**src/rtl/uart_hex_display.sv**
```systemverilog
// ASCII hex entry for a UART receiver: hex digits collect in a 4-digit pending buffer and CR/LF commits them.
// The committed 16-bit value is scanned onto a common-anode, time-multiplexed 4-digit seven-segment display.
module uart_hex_display #(
  parameter int REFRESH_COUNT = 100_000,
  parameter int NBITS_REFRESH = 17,
  parameter int BLANK_LEADING = 0
) (
  input  logic        clk,
  input  logic        rst,
  input  logic [7:0]  dataRX,
  input  logic        done,
  output logic [15:0] value,
  output logic        valid,
  output logic        error,
  output logic [2:0]  pendCount,
  output logic [3:0]  anodes,
  output logic [6:0]  segments
);

  localparam logic [7:0] ASCII_BS  = 8'h08;
  localparam logic [7:0] ASCII_LF  = 8'h0A;
  localparam logic [7:0] ASCII_CR  = 8'h0D;
  localparam logic [7:0] ASCII_ESC = 8'h1B;
  localparam logic [NBITS_REFRESH-1:0] LAST_COUNT = NBITS_REFRESH'(REFRESH_COUNT - 1);

  typedef enum logic [2:0] {
    CLS_HEX,
    CLS_EOL,
    CLS_BS,
    CLS_ESC,
    CLS_BAD
  } byteClass_t;

  logic [7:0]               r_capData;
  logic                     r_capValid;
  logic [15:0]              r_pend;
  logic [2:0]               r_pendCount;
  logic [15:0]              r_value;
  logic                     r_valid;
  logic                     r_error;
  logic [NBITS_REFRESH-1:0] r_refreshCnt;
  logic [1:0]               r_digitIdx;

  byteClass_t               w_class;
  logic [3:0]               w_nibble;
  logic [3:0]               w_shownNibble;
  logic                     w_blank;

  function automatic logic [6:0] hexGlyph(input logic [3:0] n);
    logic [6:0] g;
    case (n)
      4'h0:    g = 7'b1000000;
      4'h1:    g = 7'b1111001;
      4'h2:    g = 7'b0100100;
      4'h3:    g = 7'b0110000;
      4'h4:    g = 7'b0011001;
      4'h5:    g = 7'b0010010;
      4'h6:    g = 7'b0000010;
      4'h7:    g = 7'b1111000;
      4'h8:    g = 7'b0000000;
      4'h9:    g = 7'b0010000;
      4'hA:    g = 7'b0001000;
      4'hB:    g = 7'b0000011;
      4'hC:    g = 7'b1000110;
      4'hD:    g = 7'b0100001;
      4'hE:    g = 7'b0000110;
      default: g = 7'b0001110;
    endcase
    return g;
  endfunction

  always_ff @(posedge clk) begin
    if (rst) begin
      r_capValid <= 1'b0;
      r_capData  <= 8'h00;
    end else begin
      r_capValid <= done;
      if (done) r_capData <= dataRX;
    end
  end

  // Letters map to 10..15 via their low nibble plus 9 ('A'/'a' end in 1).
  always_comb begin
    w_class  = CLS_BAD;
    w_nibble = 4'h0;
    if (r_capData >= 8'h30 && r_capData <= 8'h39) begin
      w_class  = CLS_HEX;
      w_nibble = r_capData[3:0];
    end else if ((r_capData >= 8'h41 && r_capData <= 8'h46) ||
                 (r_capData >= 8'h61 && r_capData <= 8'h66)) begin
      w_class  = CLS_HEX;
      w_nibble = r_capData[3:0] + 4'd9;
    end else if (r_capData == ASCII_CR || r_capData == ASCII_LF) begin
      w_class = CLS_EOL;
    end else if (r_capData == ASCII_BS) begin
      w_class = CLS_BS;
    end else if (r_capData == ASCII_ESC) begin
      w_class = CLS_ESC;
    end
  end

  always_ff @(posedge clk) begin
    if (rst) begin
      r_pend      <= 16'h0000;
      r_pendCount <= 3'd0;
      r_value     <= 16'h0000;
      r_valid     <= 1'b0;
      r_error     <= 1'b0;
    end else begin
      r_valid <= 1'b0;
      r_error <= 1'b0;
      if (r_capValid) begin
        case (w_class)
          CLS_HEX: begin
            r_pend <= {r_pend[11:0], w_nibble};
            if (r_pendCount != 3'd4) r_pendCount <= r_pendCount + 3'd1;
          end
          CLS_EOL: begin
            // An empty buffer ignores the line ending, so CR LF commits only once.
            if (r_pendCount != 3'd0) begin
              r_value     <= r_pend;
              r_valid     <= 1'b1;
              r_pend      <= 16'h0000;
              r_pendCount <= 3'd0;
            end
          end
          CLS_BS: begin
            r_pend <= r_pend >> 4;
            if (r_pendCount != 3'd0) r_pendCount <= r_pendCount - 3'd1;
          end
          CLS_ESC: begin
            r_pend      <= 16'h0000;
            r_pendCount <= 3'd0;
          end
          default: r_error <= 1'b1;
        endcase
      end
    end
  end

  always_ff @(posedge clk) begin
    if (rst) begin
      r_refreshCnt <= '0;
      r_digitIdx   <= 2'd0;
    end else if (r_refreshCnt == LAST_COUNT) begin
      r_refreshCnt <= '0;
      r_digitIdx   <= r_digitIdx + 2'd1;
    end else begin
      r_refreshCnt <= r_refreshCnt + 1'b1;
    end
  end

  // A digit blanks only when it and all higher digits are zero; digit 0 never blanks.
  always_comb begin
    w_shownNibble = 4'h0;
    w_blank       = 1'b0;
    case (r_digitIdx)
      2'd0: w_shownNibble = r_value[3:0];
      2'd1: begin
        w_shownNibble = r_value[7:4];
        w_blank       = (BLANK_LEADING != 0) && (r_value[15:4] == 12'h000);
      end
      2'd2: begin
        w_shownNibble = r_value[11:8];
        w_blank       = (BLANK_LEADING != 0) && (r_value[15:8] == 8'h00);
      end
      default: begin
        w_shownNibble = r_value[15:12];
        w_blank       = (BLANK_LEADING != 0) && (r_value[15:12] == 4'h0);
      end
    endcase
  end

  assign anodes    = ~(4'b0001 << r_digitIdx);
  assign segments  = w_blank ? 7'b1111111 : hexGlyph(w_shownNibble);
  assign value     = r_value;
  assign valid     = r_valid;
  assign error     = r_error;
  assign pendCount = r_pendCount;

endmodule

```
**config.mk**
```make
export PLATFORM = sky130hd
export DESIGN_NAME = uart_hex_display
export DESIGN_NICKNAME = d
export VERILOG_FILES = /design/src/rtl/uart_hex_display.sv
export SDC_FILE = /design/constraint.sdc
export NUM_CORES = 1
export LEC_CHECK = 0
export BUFFER_PORTS_ARGS = -buffer_cell sky130_fd_sc_hd__buf_4
export CAP_MARGIN = 20
export CORE_AREA = 4 4 86 88
export CTS_CLUSTER_DIAMETER = 80
export DETAILED_ROUTE_END_ITERATION = 16
export DIE_AREA = 0 0 90 92
export PLACE_DENSITY = 0.7
export SLEW_MARGIN = 10
export SYNTH_ARGS = -nofsm -noshare
export SYNTH_HDL_FRONTEND = slang
export SYNTH_SLANG_ARGS = --single-unit
```
**constraint.sdc**
```tcl
create_clock -name clk -period 5.9 [get_ports clk]
set_clock_uncertainty 0.05 [all_clocks]
set_input_delay 0.59 -clock clk [delete_from_list [all_inputs] [get_ports clk]]
set_output_delay 0.59 -clock clk [all_outputs]
set_load 0.05 [all_outputs]
```
== Yosys cells after proc, flatten, opt, wreduce, memory -nomap -nowiden ==
Memories as Yosys holds them, arrays and structs flattened.
Cells that the tools add are included.

* Bits in registers: 65
* Bits in latches: 0
* RAM bits: 0
* Bits in read-only memories: 112
* Input bits: 11
* Output and inout bits: 32
* Logic and storage cells: 71
* Memories kept: 1

{| class="wikitable"
|+ Memory list
! name !! depth !! width !! read ports !! clocked after Yosys merged registers in !! wr ports !! line !! source
|-
| (no name shown) || 16 || 7 || 1 || 0 || 0 || 51 || <nowiki>case (n)</nowiki>
|}

* Add/sub/neg operators: 5
* $mul: 0
* Div/mod/pow operators: 0
* Magnitude comparators: 6
* Equal/unequal tests: 14
* Shifts and indexed selects: 1
* Multiplexer cells: 16
* Bitwise logic cells: 3
* Reduce and logical (&&, ||, !) cells: 16

{| class="wikitable"
|+ Operators with widths
! cell !! count
|-
| $pmux W16 S4 || 1
|-
| $eq A8 B4 Y1 const B || 3
|-
| $mux W3 || 8
|-
| $add A17 B1 Y17 const B || 1
|-
| $eq A17 B17 Y1 const B || 1
|-
| $ge A8 B7 Y1 const B || 2
|-
| $le A8 B7 Y1 const B || 2
|-
| $mux W16 || 1
|-
| $pmux W3 S4 || 1
|-
| $pmux W4 S3 || 1
|-
| $eq A8 B5 Y1 const B || 1
|-
| $ge A8 B6 Y1 const B || 1
|-
| $le A8 B6 Y1 const B || 1
|-
| $mux W4 || 2
|-
| $eq A3 B2 Y1 const B || 2
|-
| $ne A2 B2 Y1 const B || 3
|-
| $reduce_and A3 Y1 || 2
|-
| $reduce_and A5 Y1 || 1
|-
| $add A4 B4 Y4 const B || 1
|-
| $not A4 Y4 || 1
|-
| $reduce_bool A4 Y1 || 1
|-
| $reduce_or A2 Y1 || 2
|-
| $reduce_or A4 Y1 || 1
|-
| $shl A1 B2 Y4 const A || 1
|-
| 15 further kinds || 20
|}

== Depth between registers and ports, before layout ==
* Word-level depth: 9
* Depth in mapped cells: 11
* Gate-level depth less buffers: 11

== Worst setup path after synthesis ==
No wires, ideal clock.

* Path type: flip-flop to output port
* Start: reg r_digitIdx[1]
* End: out segments[0]
* Arrival: 2.711 ns
* Required time: 5.260 ns
* Setup slack: 2.549 ns
* Stages on the path, launching flop included: 9
* Buffers on the path: 1
* Cells stage by stage: dfxtp_1 > inv_1 > ha_1 > a222oi_1 > a21o_1 > clkbuf_1 > nand2_1 > nor3b_1 > nor3_1

* Cells in the longest elaborated chain, start to end: 3
* Elaborated cells on any way between the ends: 5
* Those cells by class: eq/ne: 2; mux: 1; reduce/logical: 1; memory: 1

{| class="wikitable"
|+ Ends and longest elaborated chain
! item !! line !! source
|-
| start, declared || 42 || <nowiki>logic [1:0] r_digitIdx;</nowiki>
|-
| start signal, assigned || 147 || <nowiki>r_digitIdx <= r_digitIdx + 2'd1;</nowiki>
|-
| $eq A2 B2 Y1 (tied with other cells) || 157 || <nowiki>case (r_digitIdx)</nowiki>
|-
| $pmux W4 S3 * || 157 ||
|-
| $mem_v2 Z16 W7 * || -- ||
|-
| end, declared || 17 || <nowiki>output logic [6:0] segments</nowiki>
|}

Every way passes the cells marked *; elsewhere a longest branch is shown, timed or not.

== Final worst setup path ==
* Start: reg r_digitIdx[1]
* End: out segments[3]

The elaborated chain is that of the path after synthesis.

==> results.ini <==
[drt]
drtIter0Drc = 140
routed_wl_um = 7260
num_vias = 2774
avgRoutedWirePerCell_um = 14.8
ant_nets = 0
drc = 0
dr.pass1.iters = 4
via_per_inst = 5.66

[synth]
netlist.area_leader.share_pct = 38.4
yosysMostFrequentCell = dfxtp_1
postSynthCellCount = 371
synthTopCellsByCount = dfxtp_1 (65), nor2_1 (58), mux2i_1 (31)
synth_cell_types = 53
syn-num-nets = 400
synth_edf_count = 0
synth.area.top_cells = dfxtp_1 (38%), mux2i_1 (9.2%), nor2_1 (6.4%), ha_1 (6.3%), a211oi_2 (3.7%)
yosysSeqAreaShare_pct = 38.4
synth.ff_latch_count = 65
ys_warn_count = 0
synth_area_um2 = 3390
ys_async_sr_fraction_pct = 0
synth_flop_cell = dfxtp_1
yosysTopAreaCell = dfxtp_1
postSynthAreaPerCell_um2 = 9.14

[setup_path]
worstPathArrival_ps = 2800
worstPathMaxFanout = 7
rr_worst_depth = 8
worstPathRequired_ps = 5260
crit_path_end_kind = primary output
crit_path_start_kind = register
crit_type = register to primary output

[cts]
ctsHoldBuffers = 0
cts_buffer_depth = 2
postCtsResizedCells = 0
cts_tree = built
post-cts-setup-buffer-count = 0
cts_made_buffers = 9
clk_pin_slew_ps = 70
clockRootBuffer = clkbuf_8
clock-sinks = 65
cts.htree.levels = 3
worstSkewPairLatency_ps = 330

[finish]
final_cells = 490
antenna_cells = 0
layout-drive-gt1-share_pct = 18.3
final_core_util_pct = 59.4
final_nets = 435
area_delta_synth_final_pct = 16.4

[sta]
finalCritPeriodShare_pct = 58.4
finalHoldViolCount = 0
slew_headroom_pct = 35.5
fin_crit_ps = 3440
rsz0062_at_grt = false
finalSetupViolations = 0
slew_violations = 0
fmax_mhz = 290
tightest_slew_ps = 964
fin_setup_tns_ps = 0

[grt]
gr-usage-met2_pct = 29.6
antenna_found_initial = 0
grt_use_total_pct = 18.3
met3_usage_pct = 5.25
use_met1_pct = 23.6
grt_pass1_wl_um = 12600
grt_overflow = 0
grt_max_degree = 48
gr-max-usage-layer = met2
grt_pass1_vias = 2664

[die]
start_util_pct = 51.0
die_area_um2 = 8280
ioPinCount = 43
die_w_um = 90
num_rows = 30
core_um2 = 6640
die_y_um = 92

[pwr]
power.leakage_nw = 1.49
power_density_nw_per_um2 = 237
irDropWorstVdd_mv = 0.117

[job]
maxCapViolCount = 0

[placement]
port_buffers = 42
dpl.hpwl_um = 5200
placed_cells = 474
gp_congestion = 0.846

[run_status]
status = finished clean

[min_path]
hold_class = register to register
hold_path_depth = 1

## metal layers
| layer | wire (µm) | vias up |
|---|---|---|
| li1 | - | 1402 |
| met1 | 3420 | 1314 |
| met2 | 3440 | 54 |
| met4 | 45 | 0 |
| met3 | 354 | 4 |
| met5 | 0 | - |
## flip-flops by register name, summed over array words and instances, names as in the netlist
name and flops:
error 1, pendCount 3, r_capData 8, r_capValid 1
r_digitIdx 2, r_pend 16, r_refreshCnt 17, valid 1
value 16
## metrics by stage
step | power [W] | cell area [µm²] | worst slack, ps | hold slack, ps
after global routing | 0.000973 | 3950 | 2120 | 429
after CTS | 0.000944 | 3940 | 2420 | 401
after global placement | 0.000536 | 3730 | 2810 | 377
after floorplan | 0.000520 | 3390 | 2550 | 368
after detailed placement | 0.000538 | 3730 | 2730 | 387
final | 0.000936 | 3950 | 2460 | 397
## path summary, 6_finish.rpt
path | from | endpoint | slack, ps
min | r_refreshCnt[0] | r_refreshCnt[0] | 400
max | r_digitIdx[1] | segments[3] | 2460
max reg2reg | r_capData[0] | pendCount[2] | 2830
min reg2reg | r_refreshCnt[0] | r_refreshCnt[0] | 400
## final cells by class
| type | count | area [µm²] |
|---|---|---|
| Clock buffer | 12 | 145 |
| Clock inverter | 3 | 65.1 |
| Fill cell | 593 | 2700 |
| Inverter | 18 | 67.6 |
| Multi-Input combinational cell | 268 | 1940 |
| Sequential cell | 65 | 1300 |
| Tap cell | 80 | 100 |
| Timing Repair Buffer | 44 | 330 |
## logic make-up (layout without fill, tap and decap cells)
group                      after synthesis  in the layout  share of synthesized area (%)
and+or+nand+nor                        118            118                           16.4
AOI/OAI and AO/OA                       84             84                           20.1
muxes                                   31             31                           9.15
xor gates and xnor gates                17             17                           4.39
buffers and inverters                   38             77                           4.65
DFF                                     65             65                           38.4
adders and majority gates               18             18                           6.87
## placed cells by master, fill, tap and decap left out, drive strengths merged, types with 4 or more instances in the layout
cell	n
a211oi	12
a21oi	22
a222oi	5
a22o	4
a22oi	9
buf	44
clkbuf	12
dfxtp	65
ha	17
inv	18
mux2i	31
nand2	18
nand3	5
nand4	7
nor2	58
nor2b	6
nor3	5
nor4	4
o21ai	12
xnor2	10
xor2	7
## report_power, final
group          internal [W]  switching [W]  total (W)
clock network      0.000247       0.000161   0.000408
logic             0.0000260      0.0000413  0.0000672
registers          0.000448      0.0000129   0.000460
## critical path: stages, from the launching register on
cell and delay (ps):
dfxtp_1 400, inv_1 90, ha_1 260, a222oi_1 360, nand2_1 80, o21ai_0 320
inv_1 150, ha_1 260, inv_1 80, nor2_1 50, a21oi_1 150, mux2i_1 90
buf_4 200
Note: power is estimated with default switching activity, not from simulation.
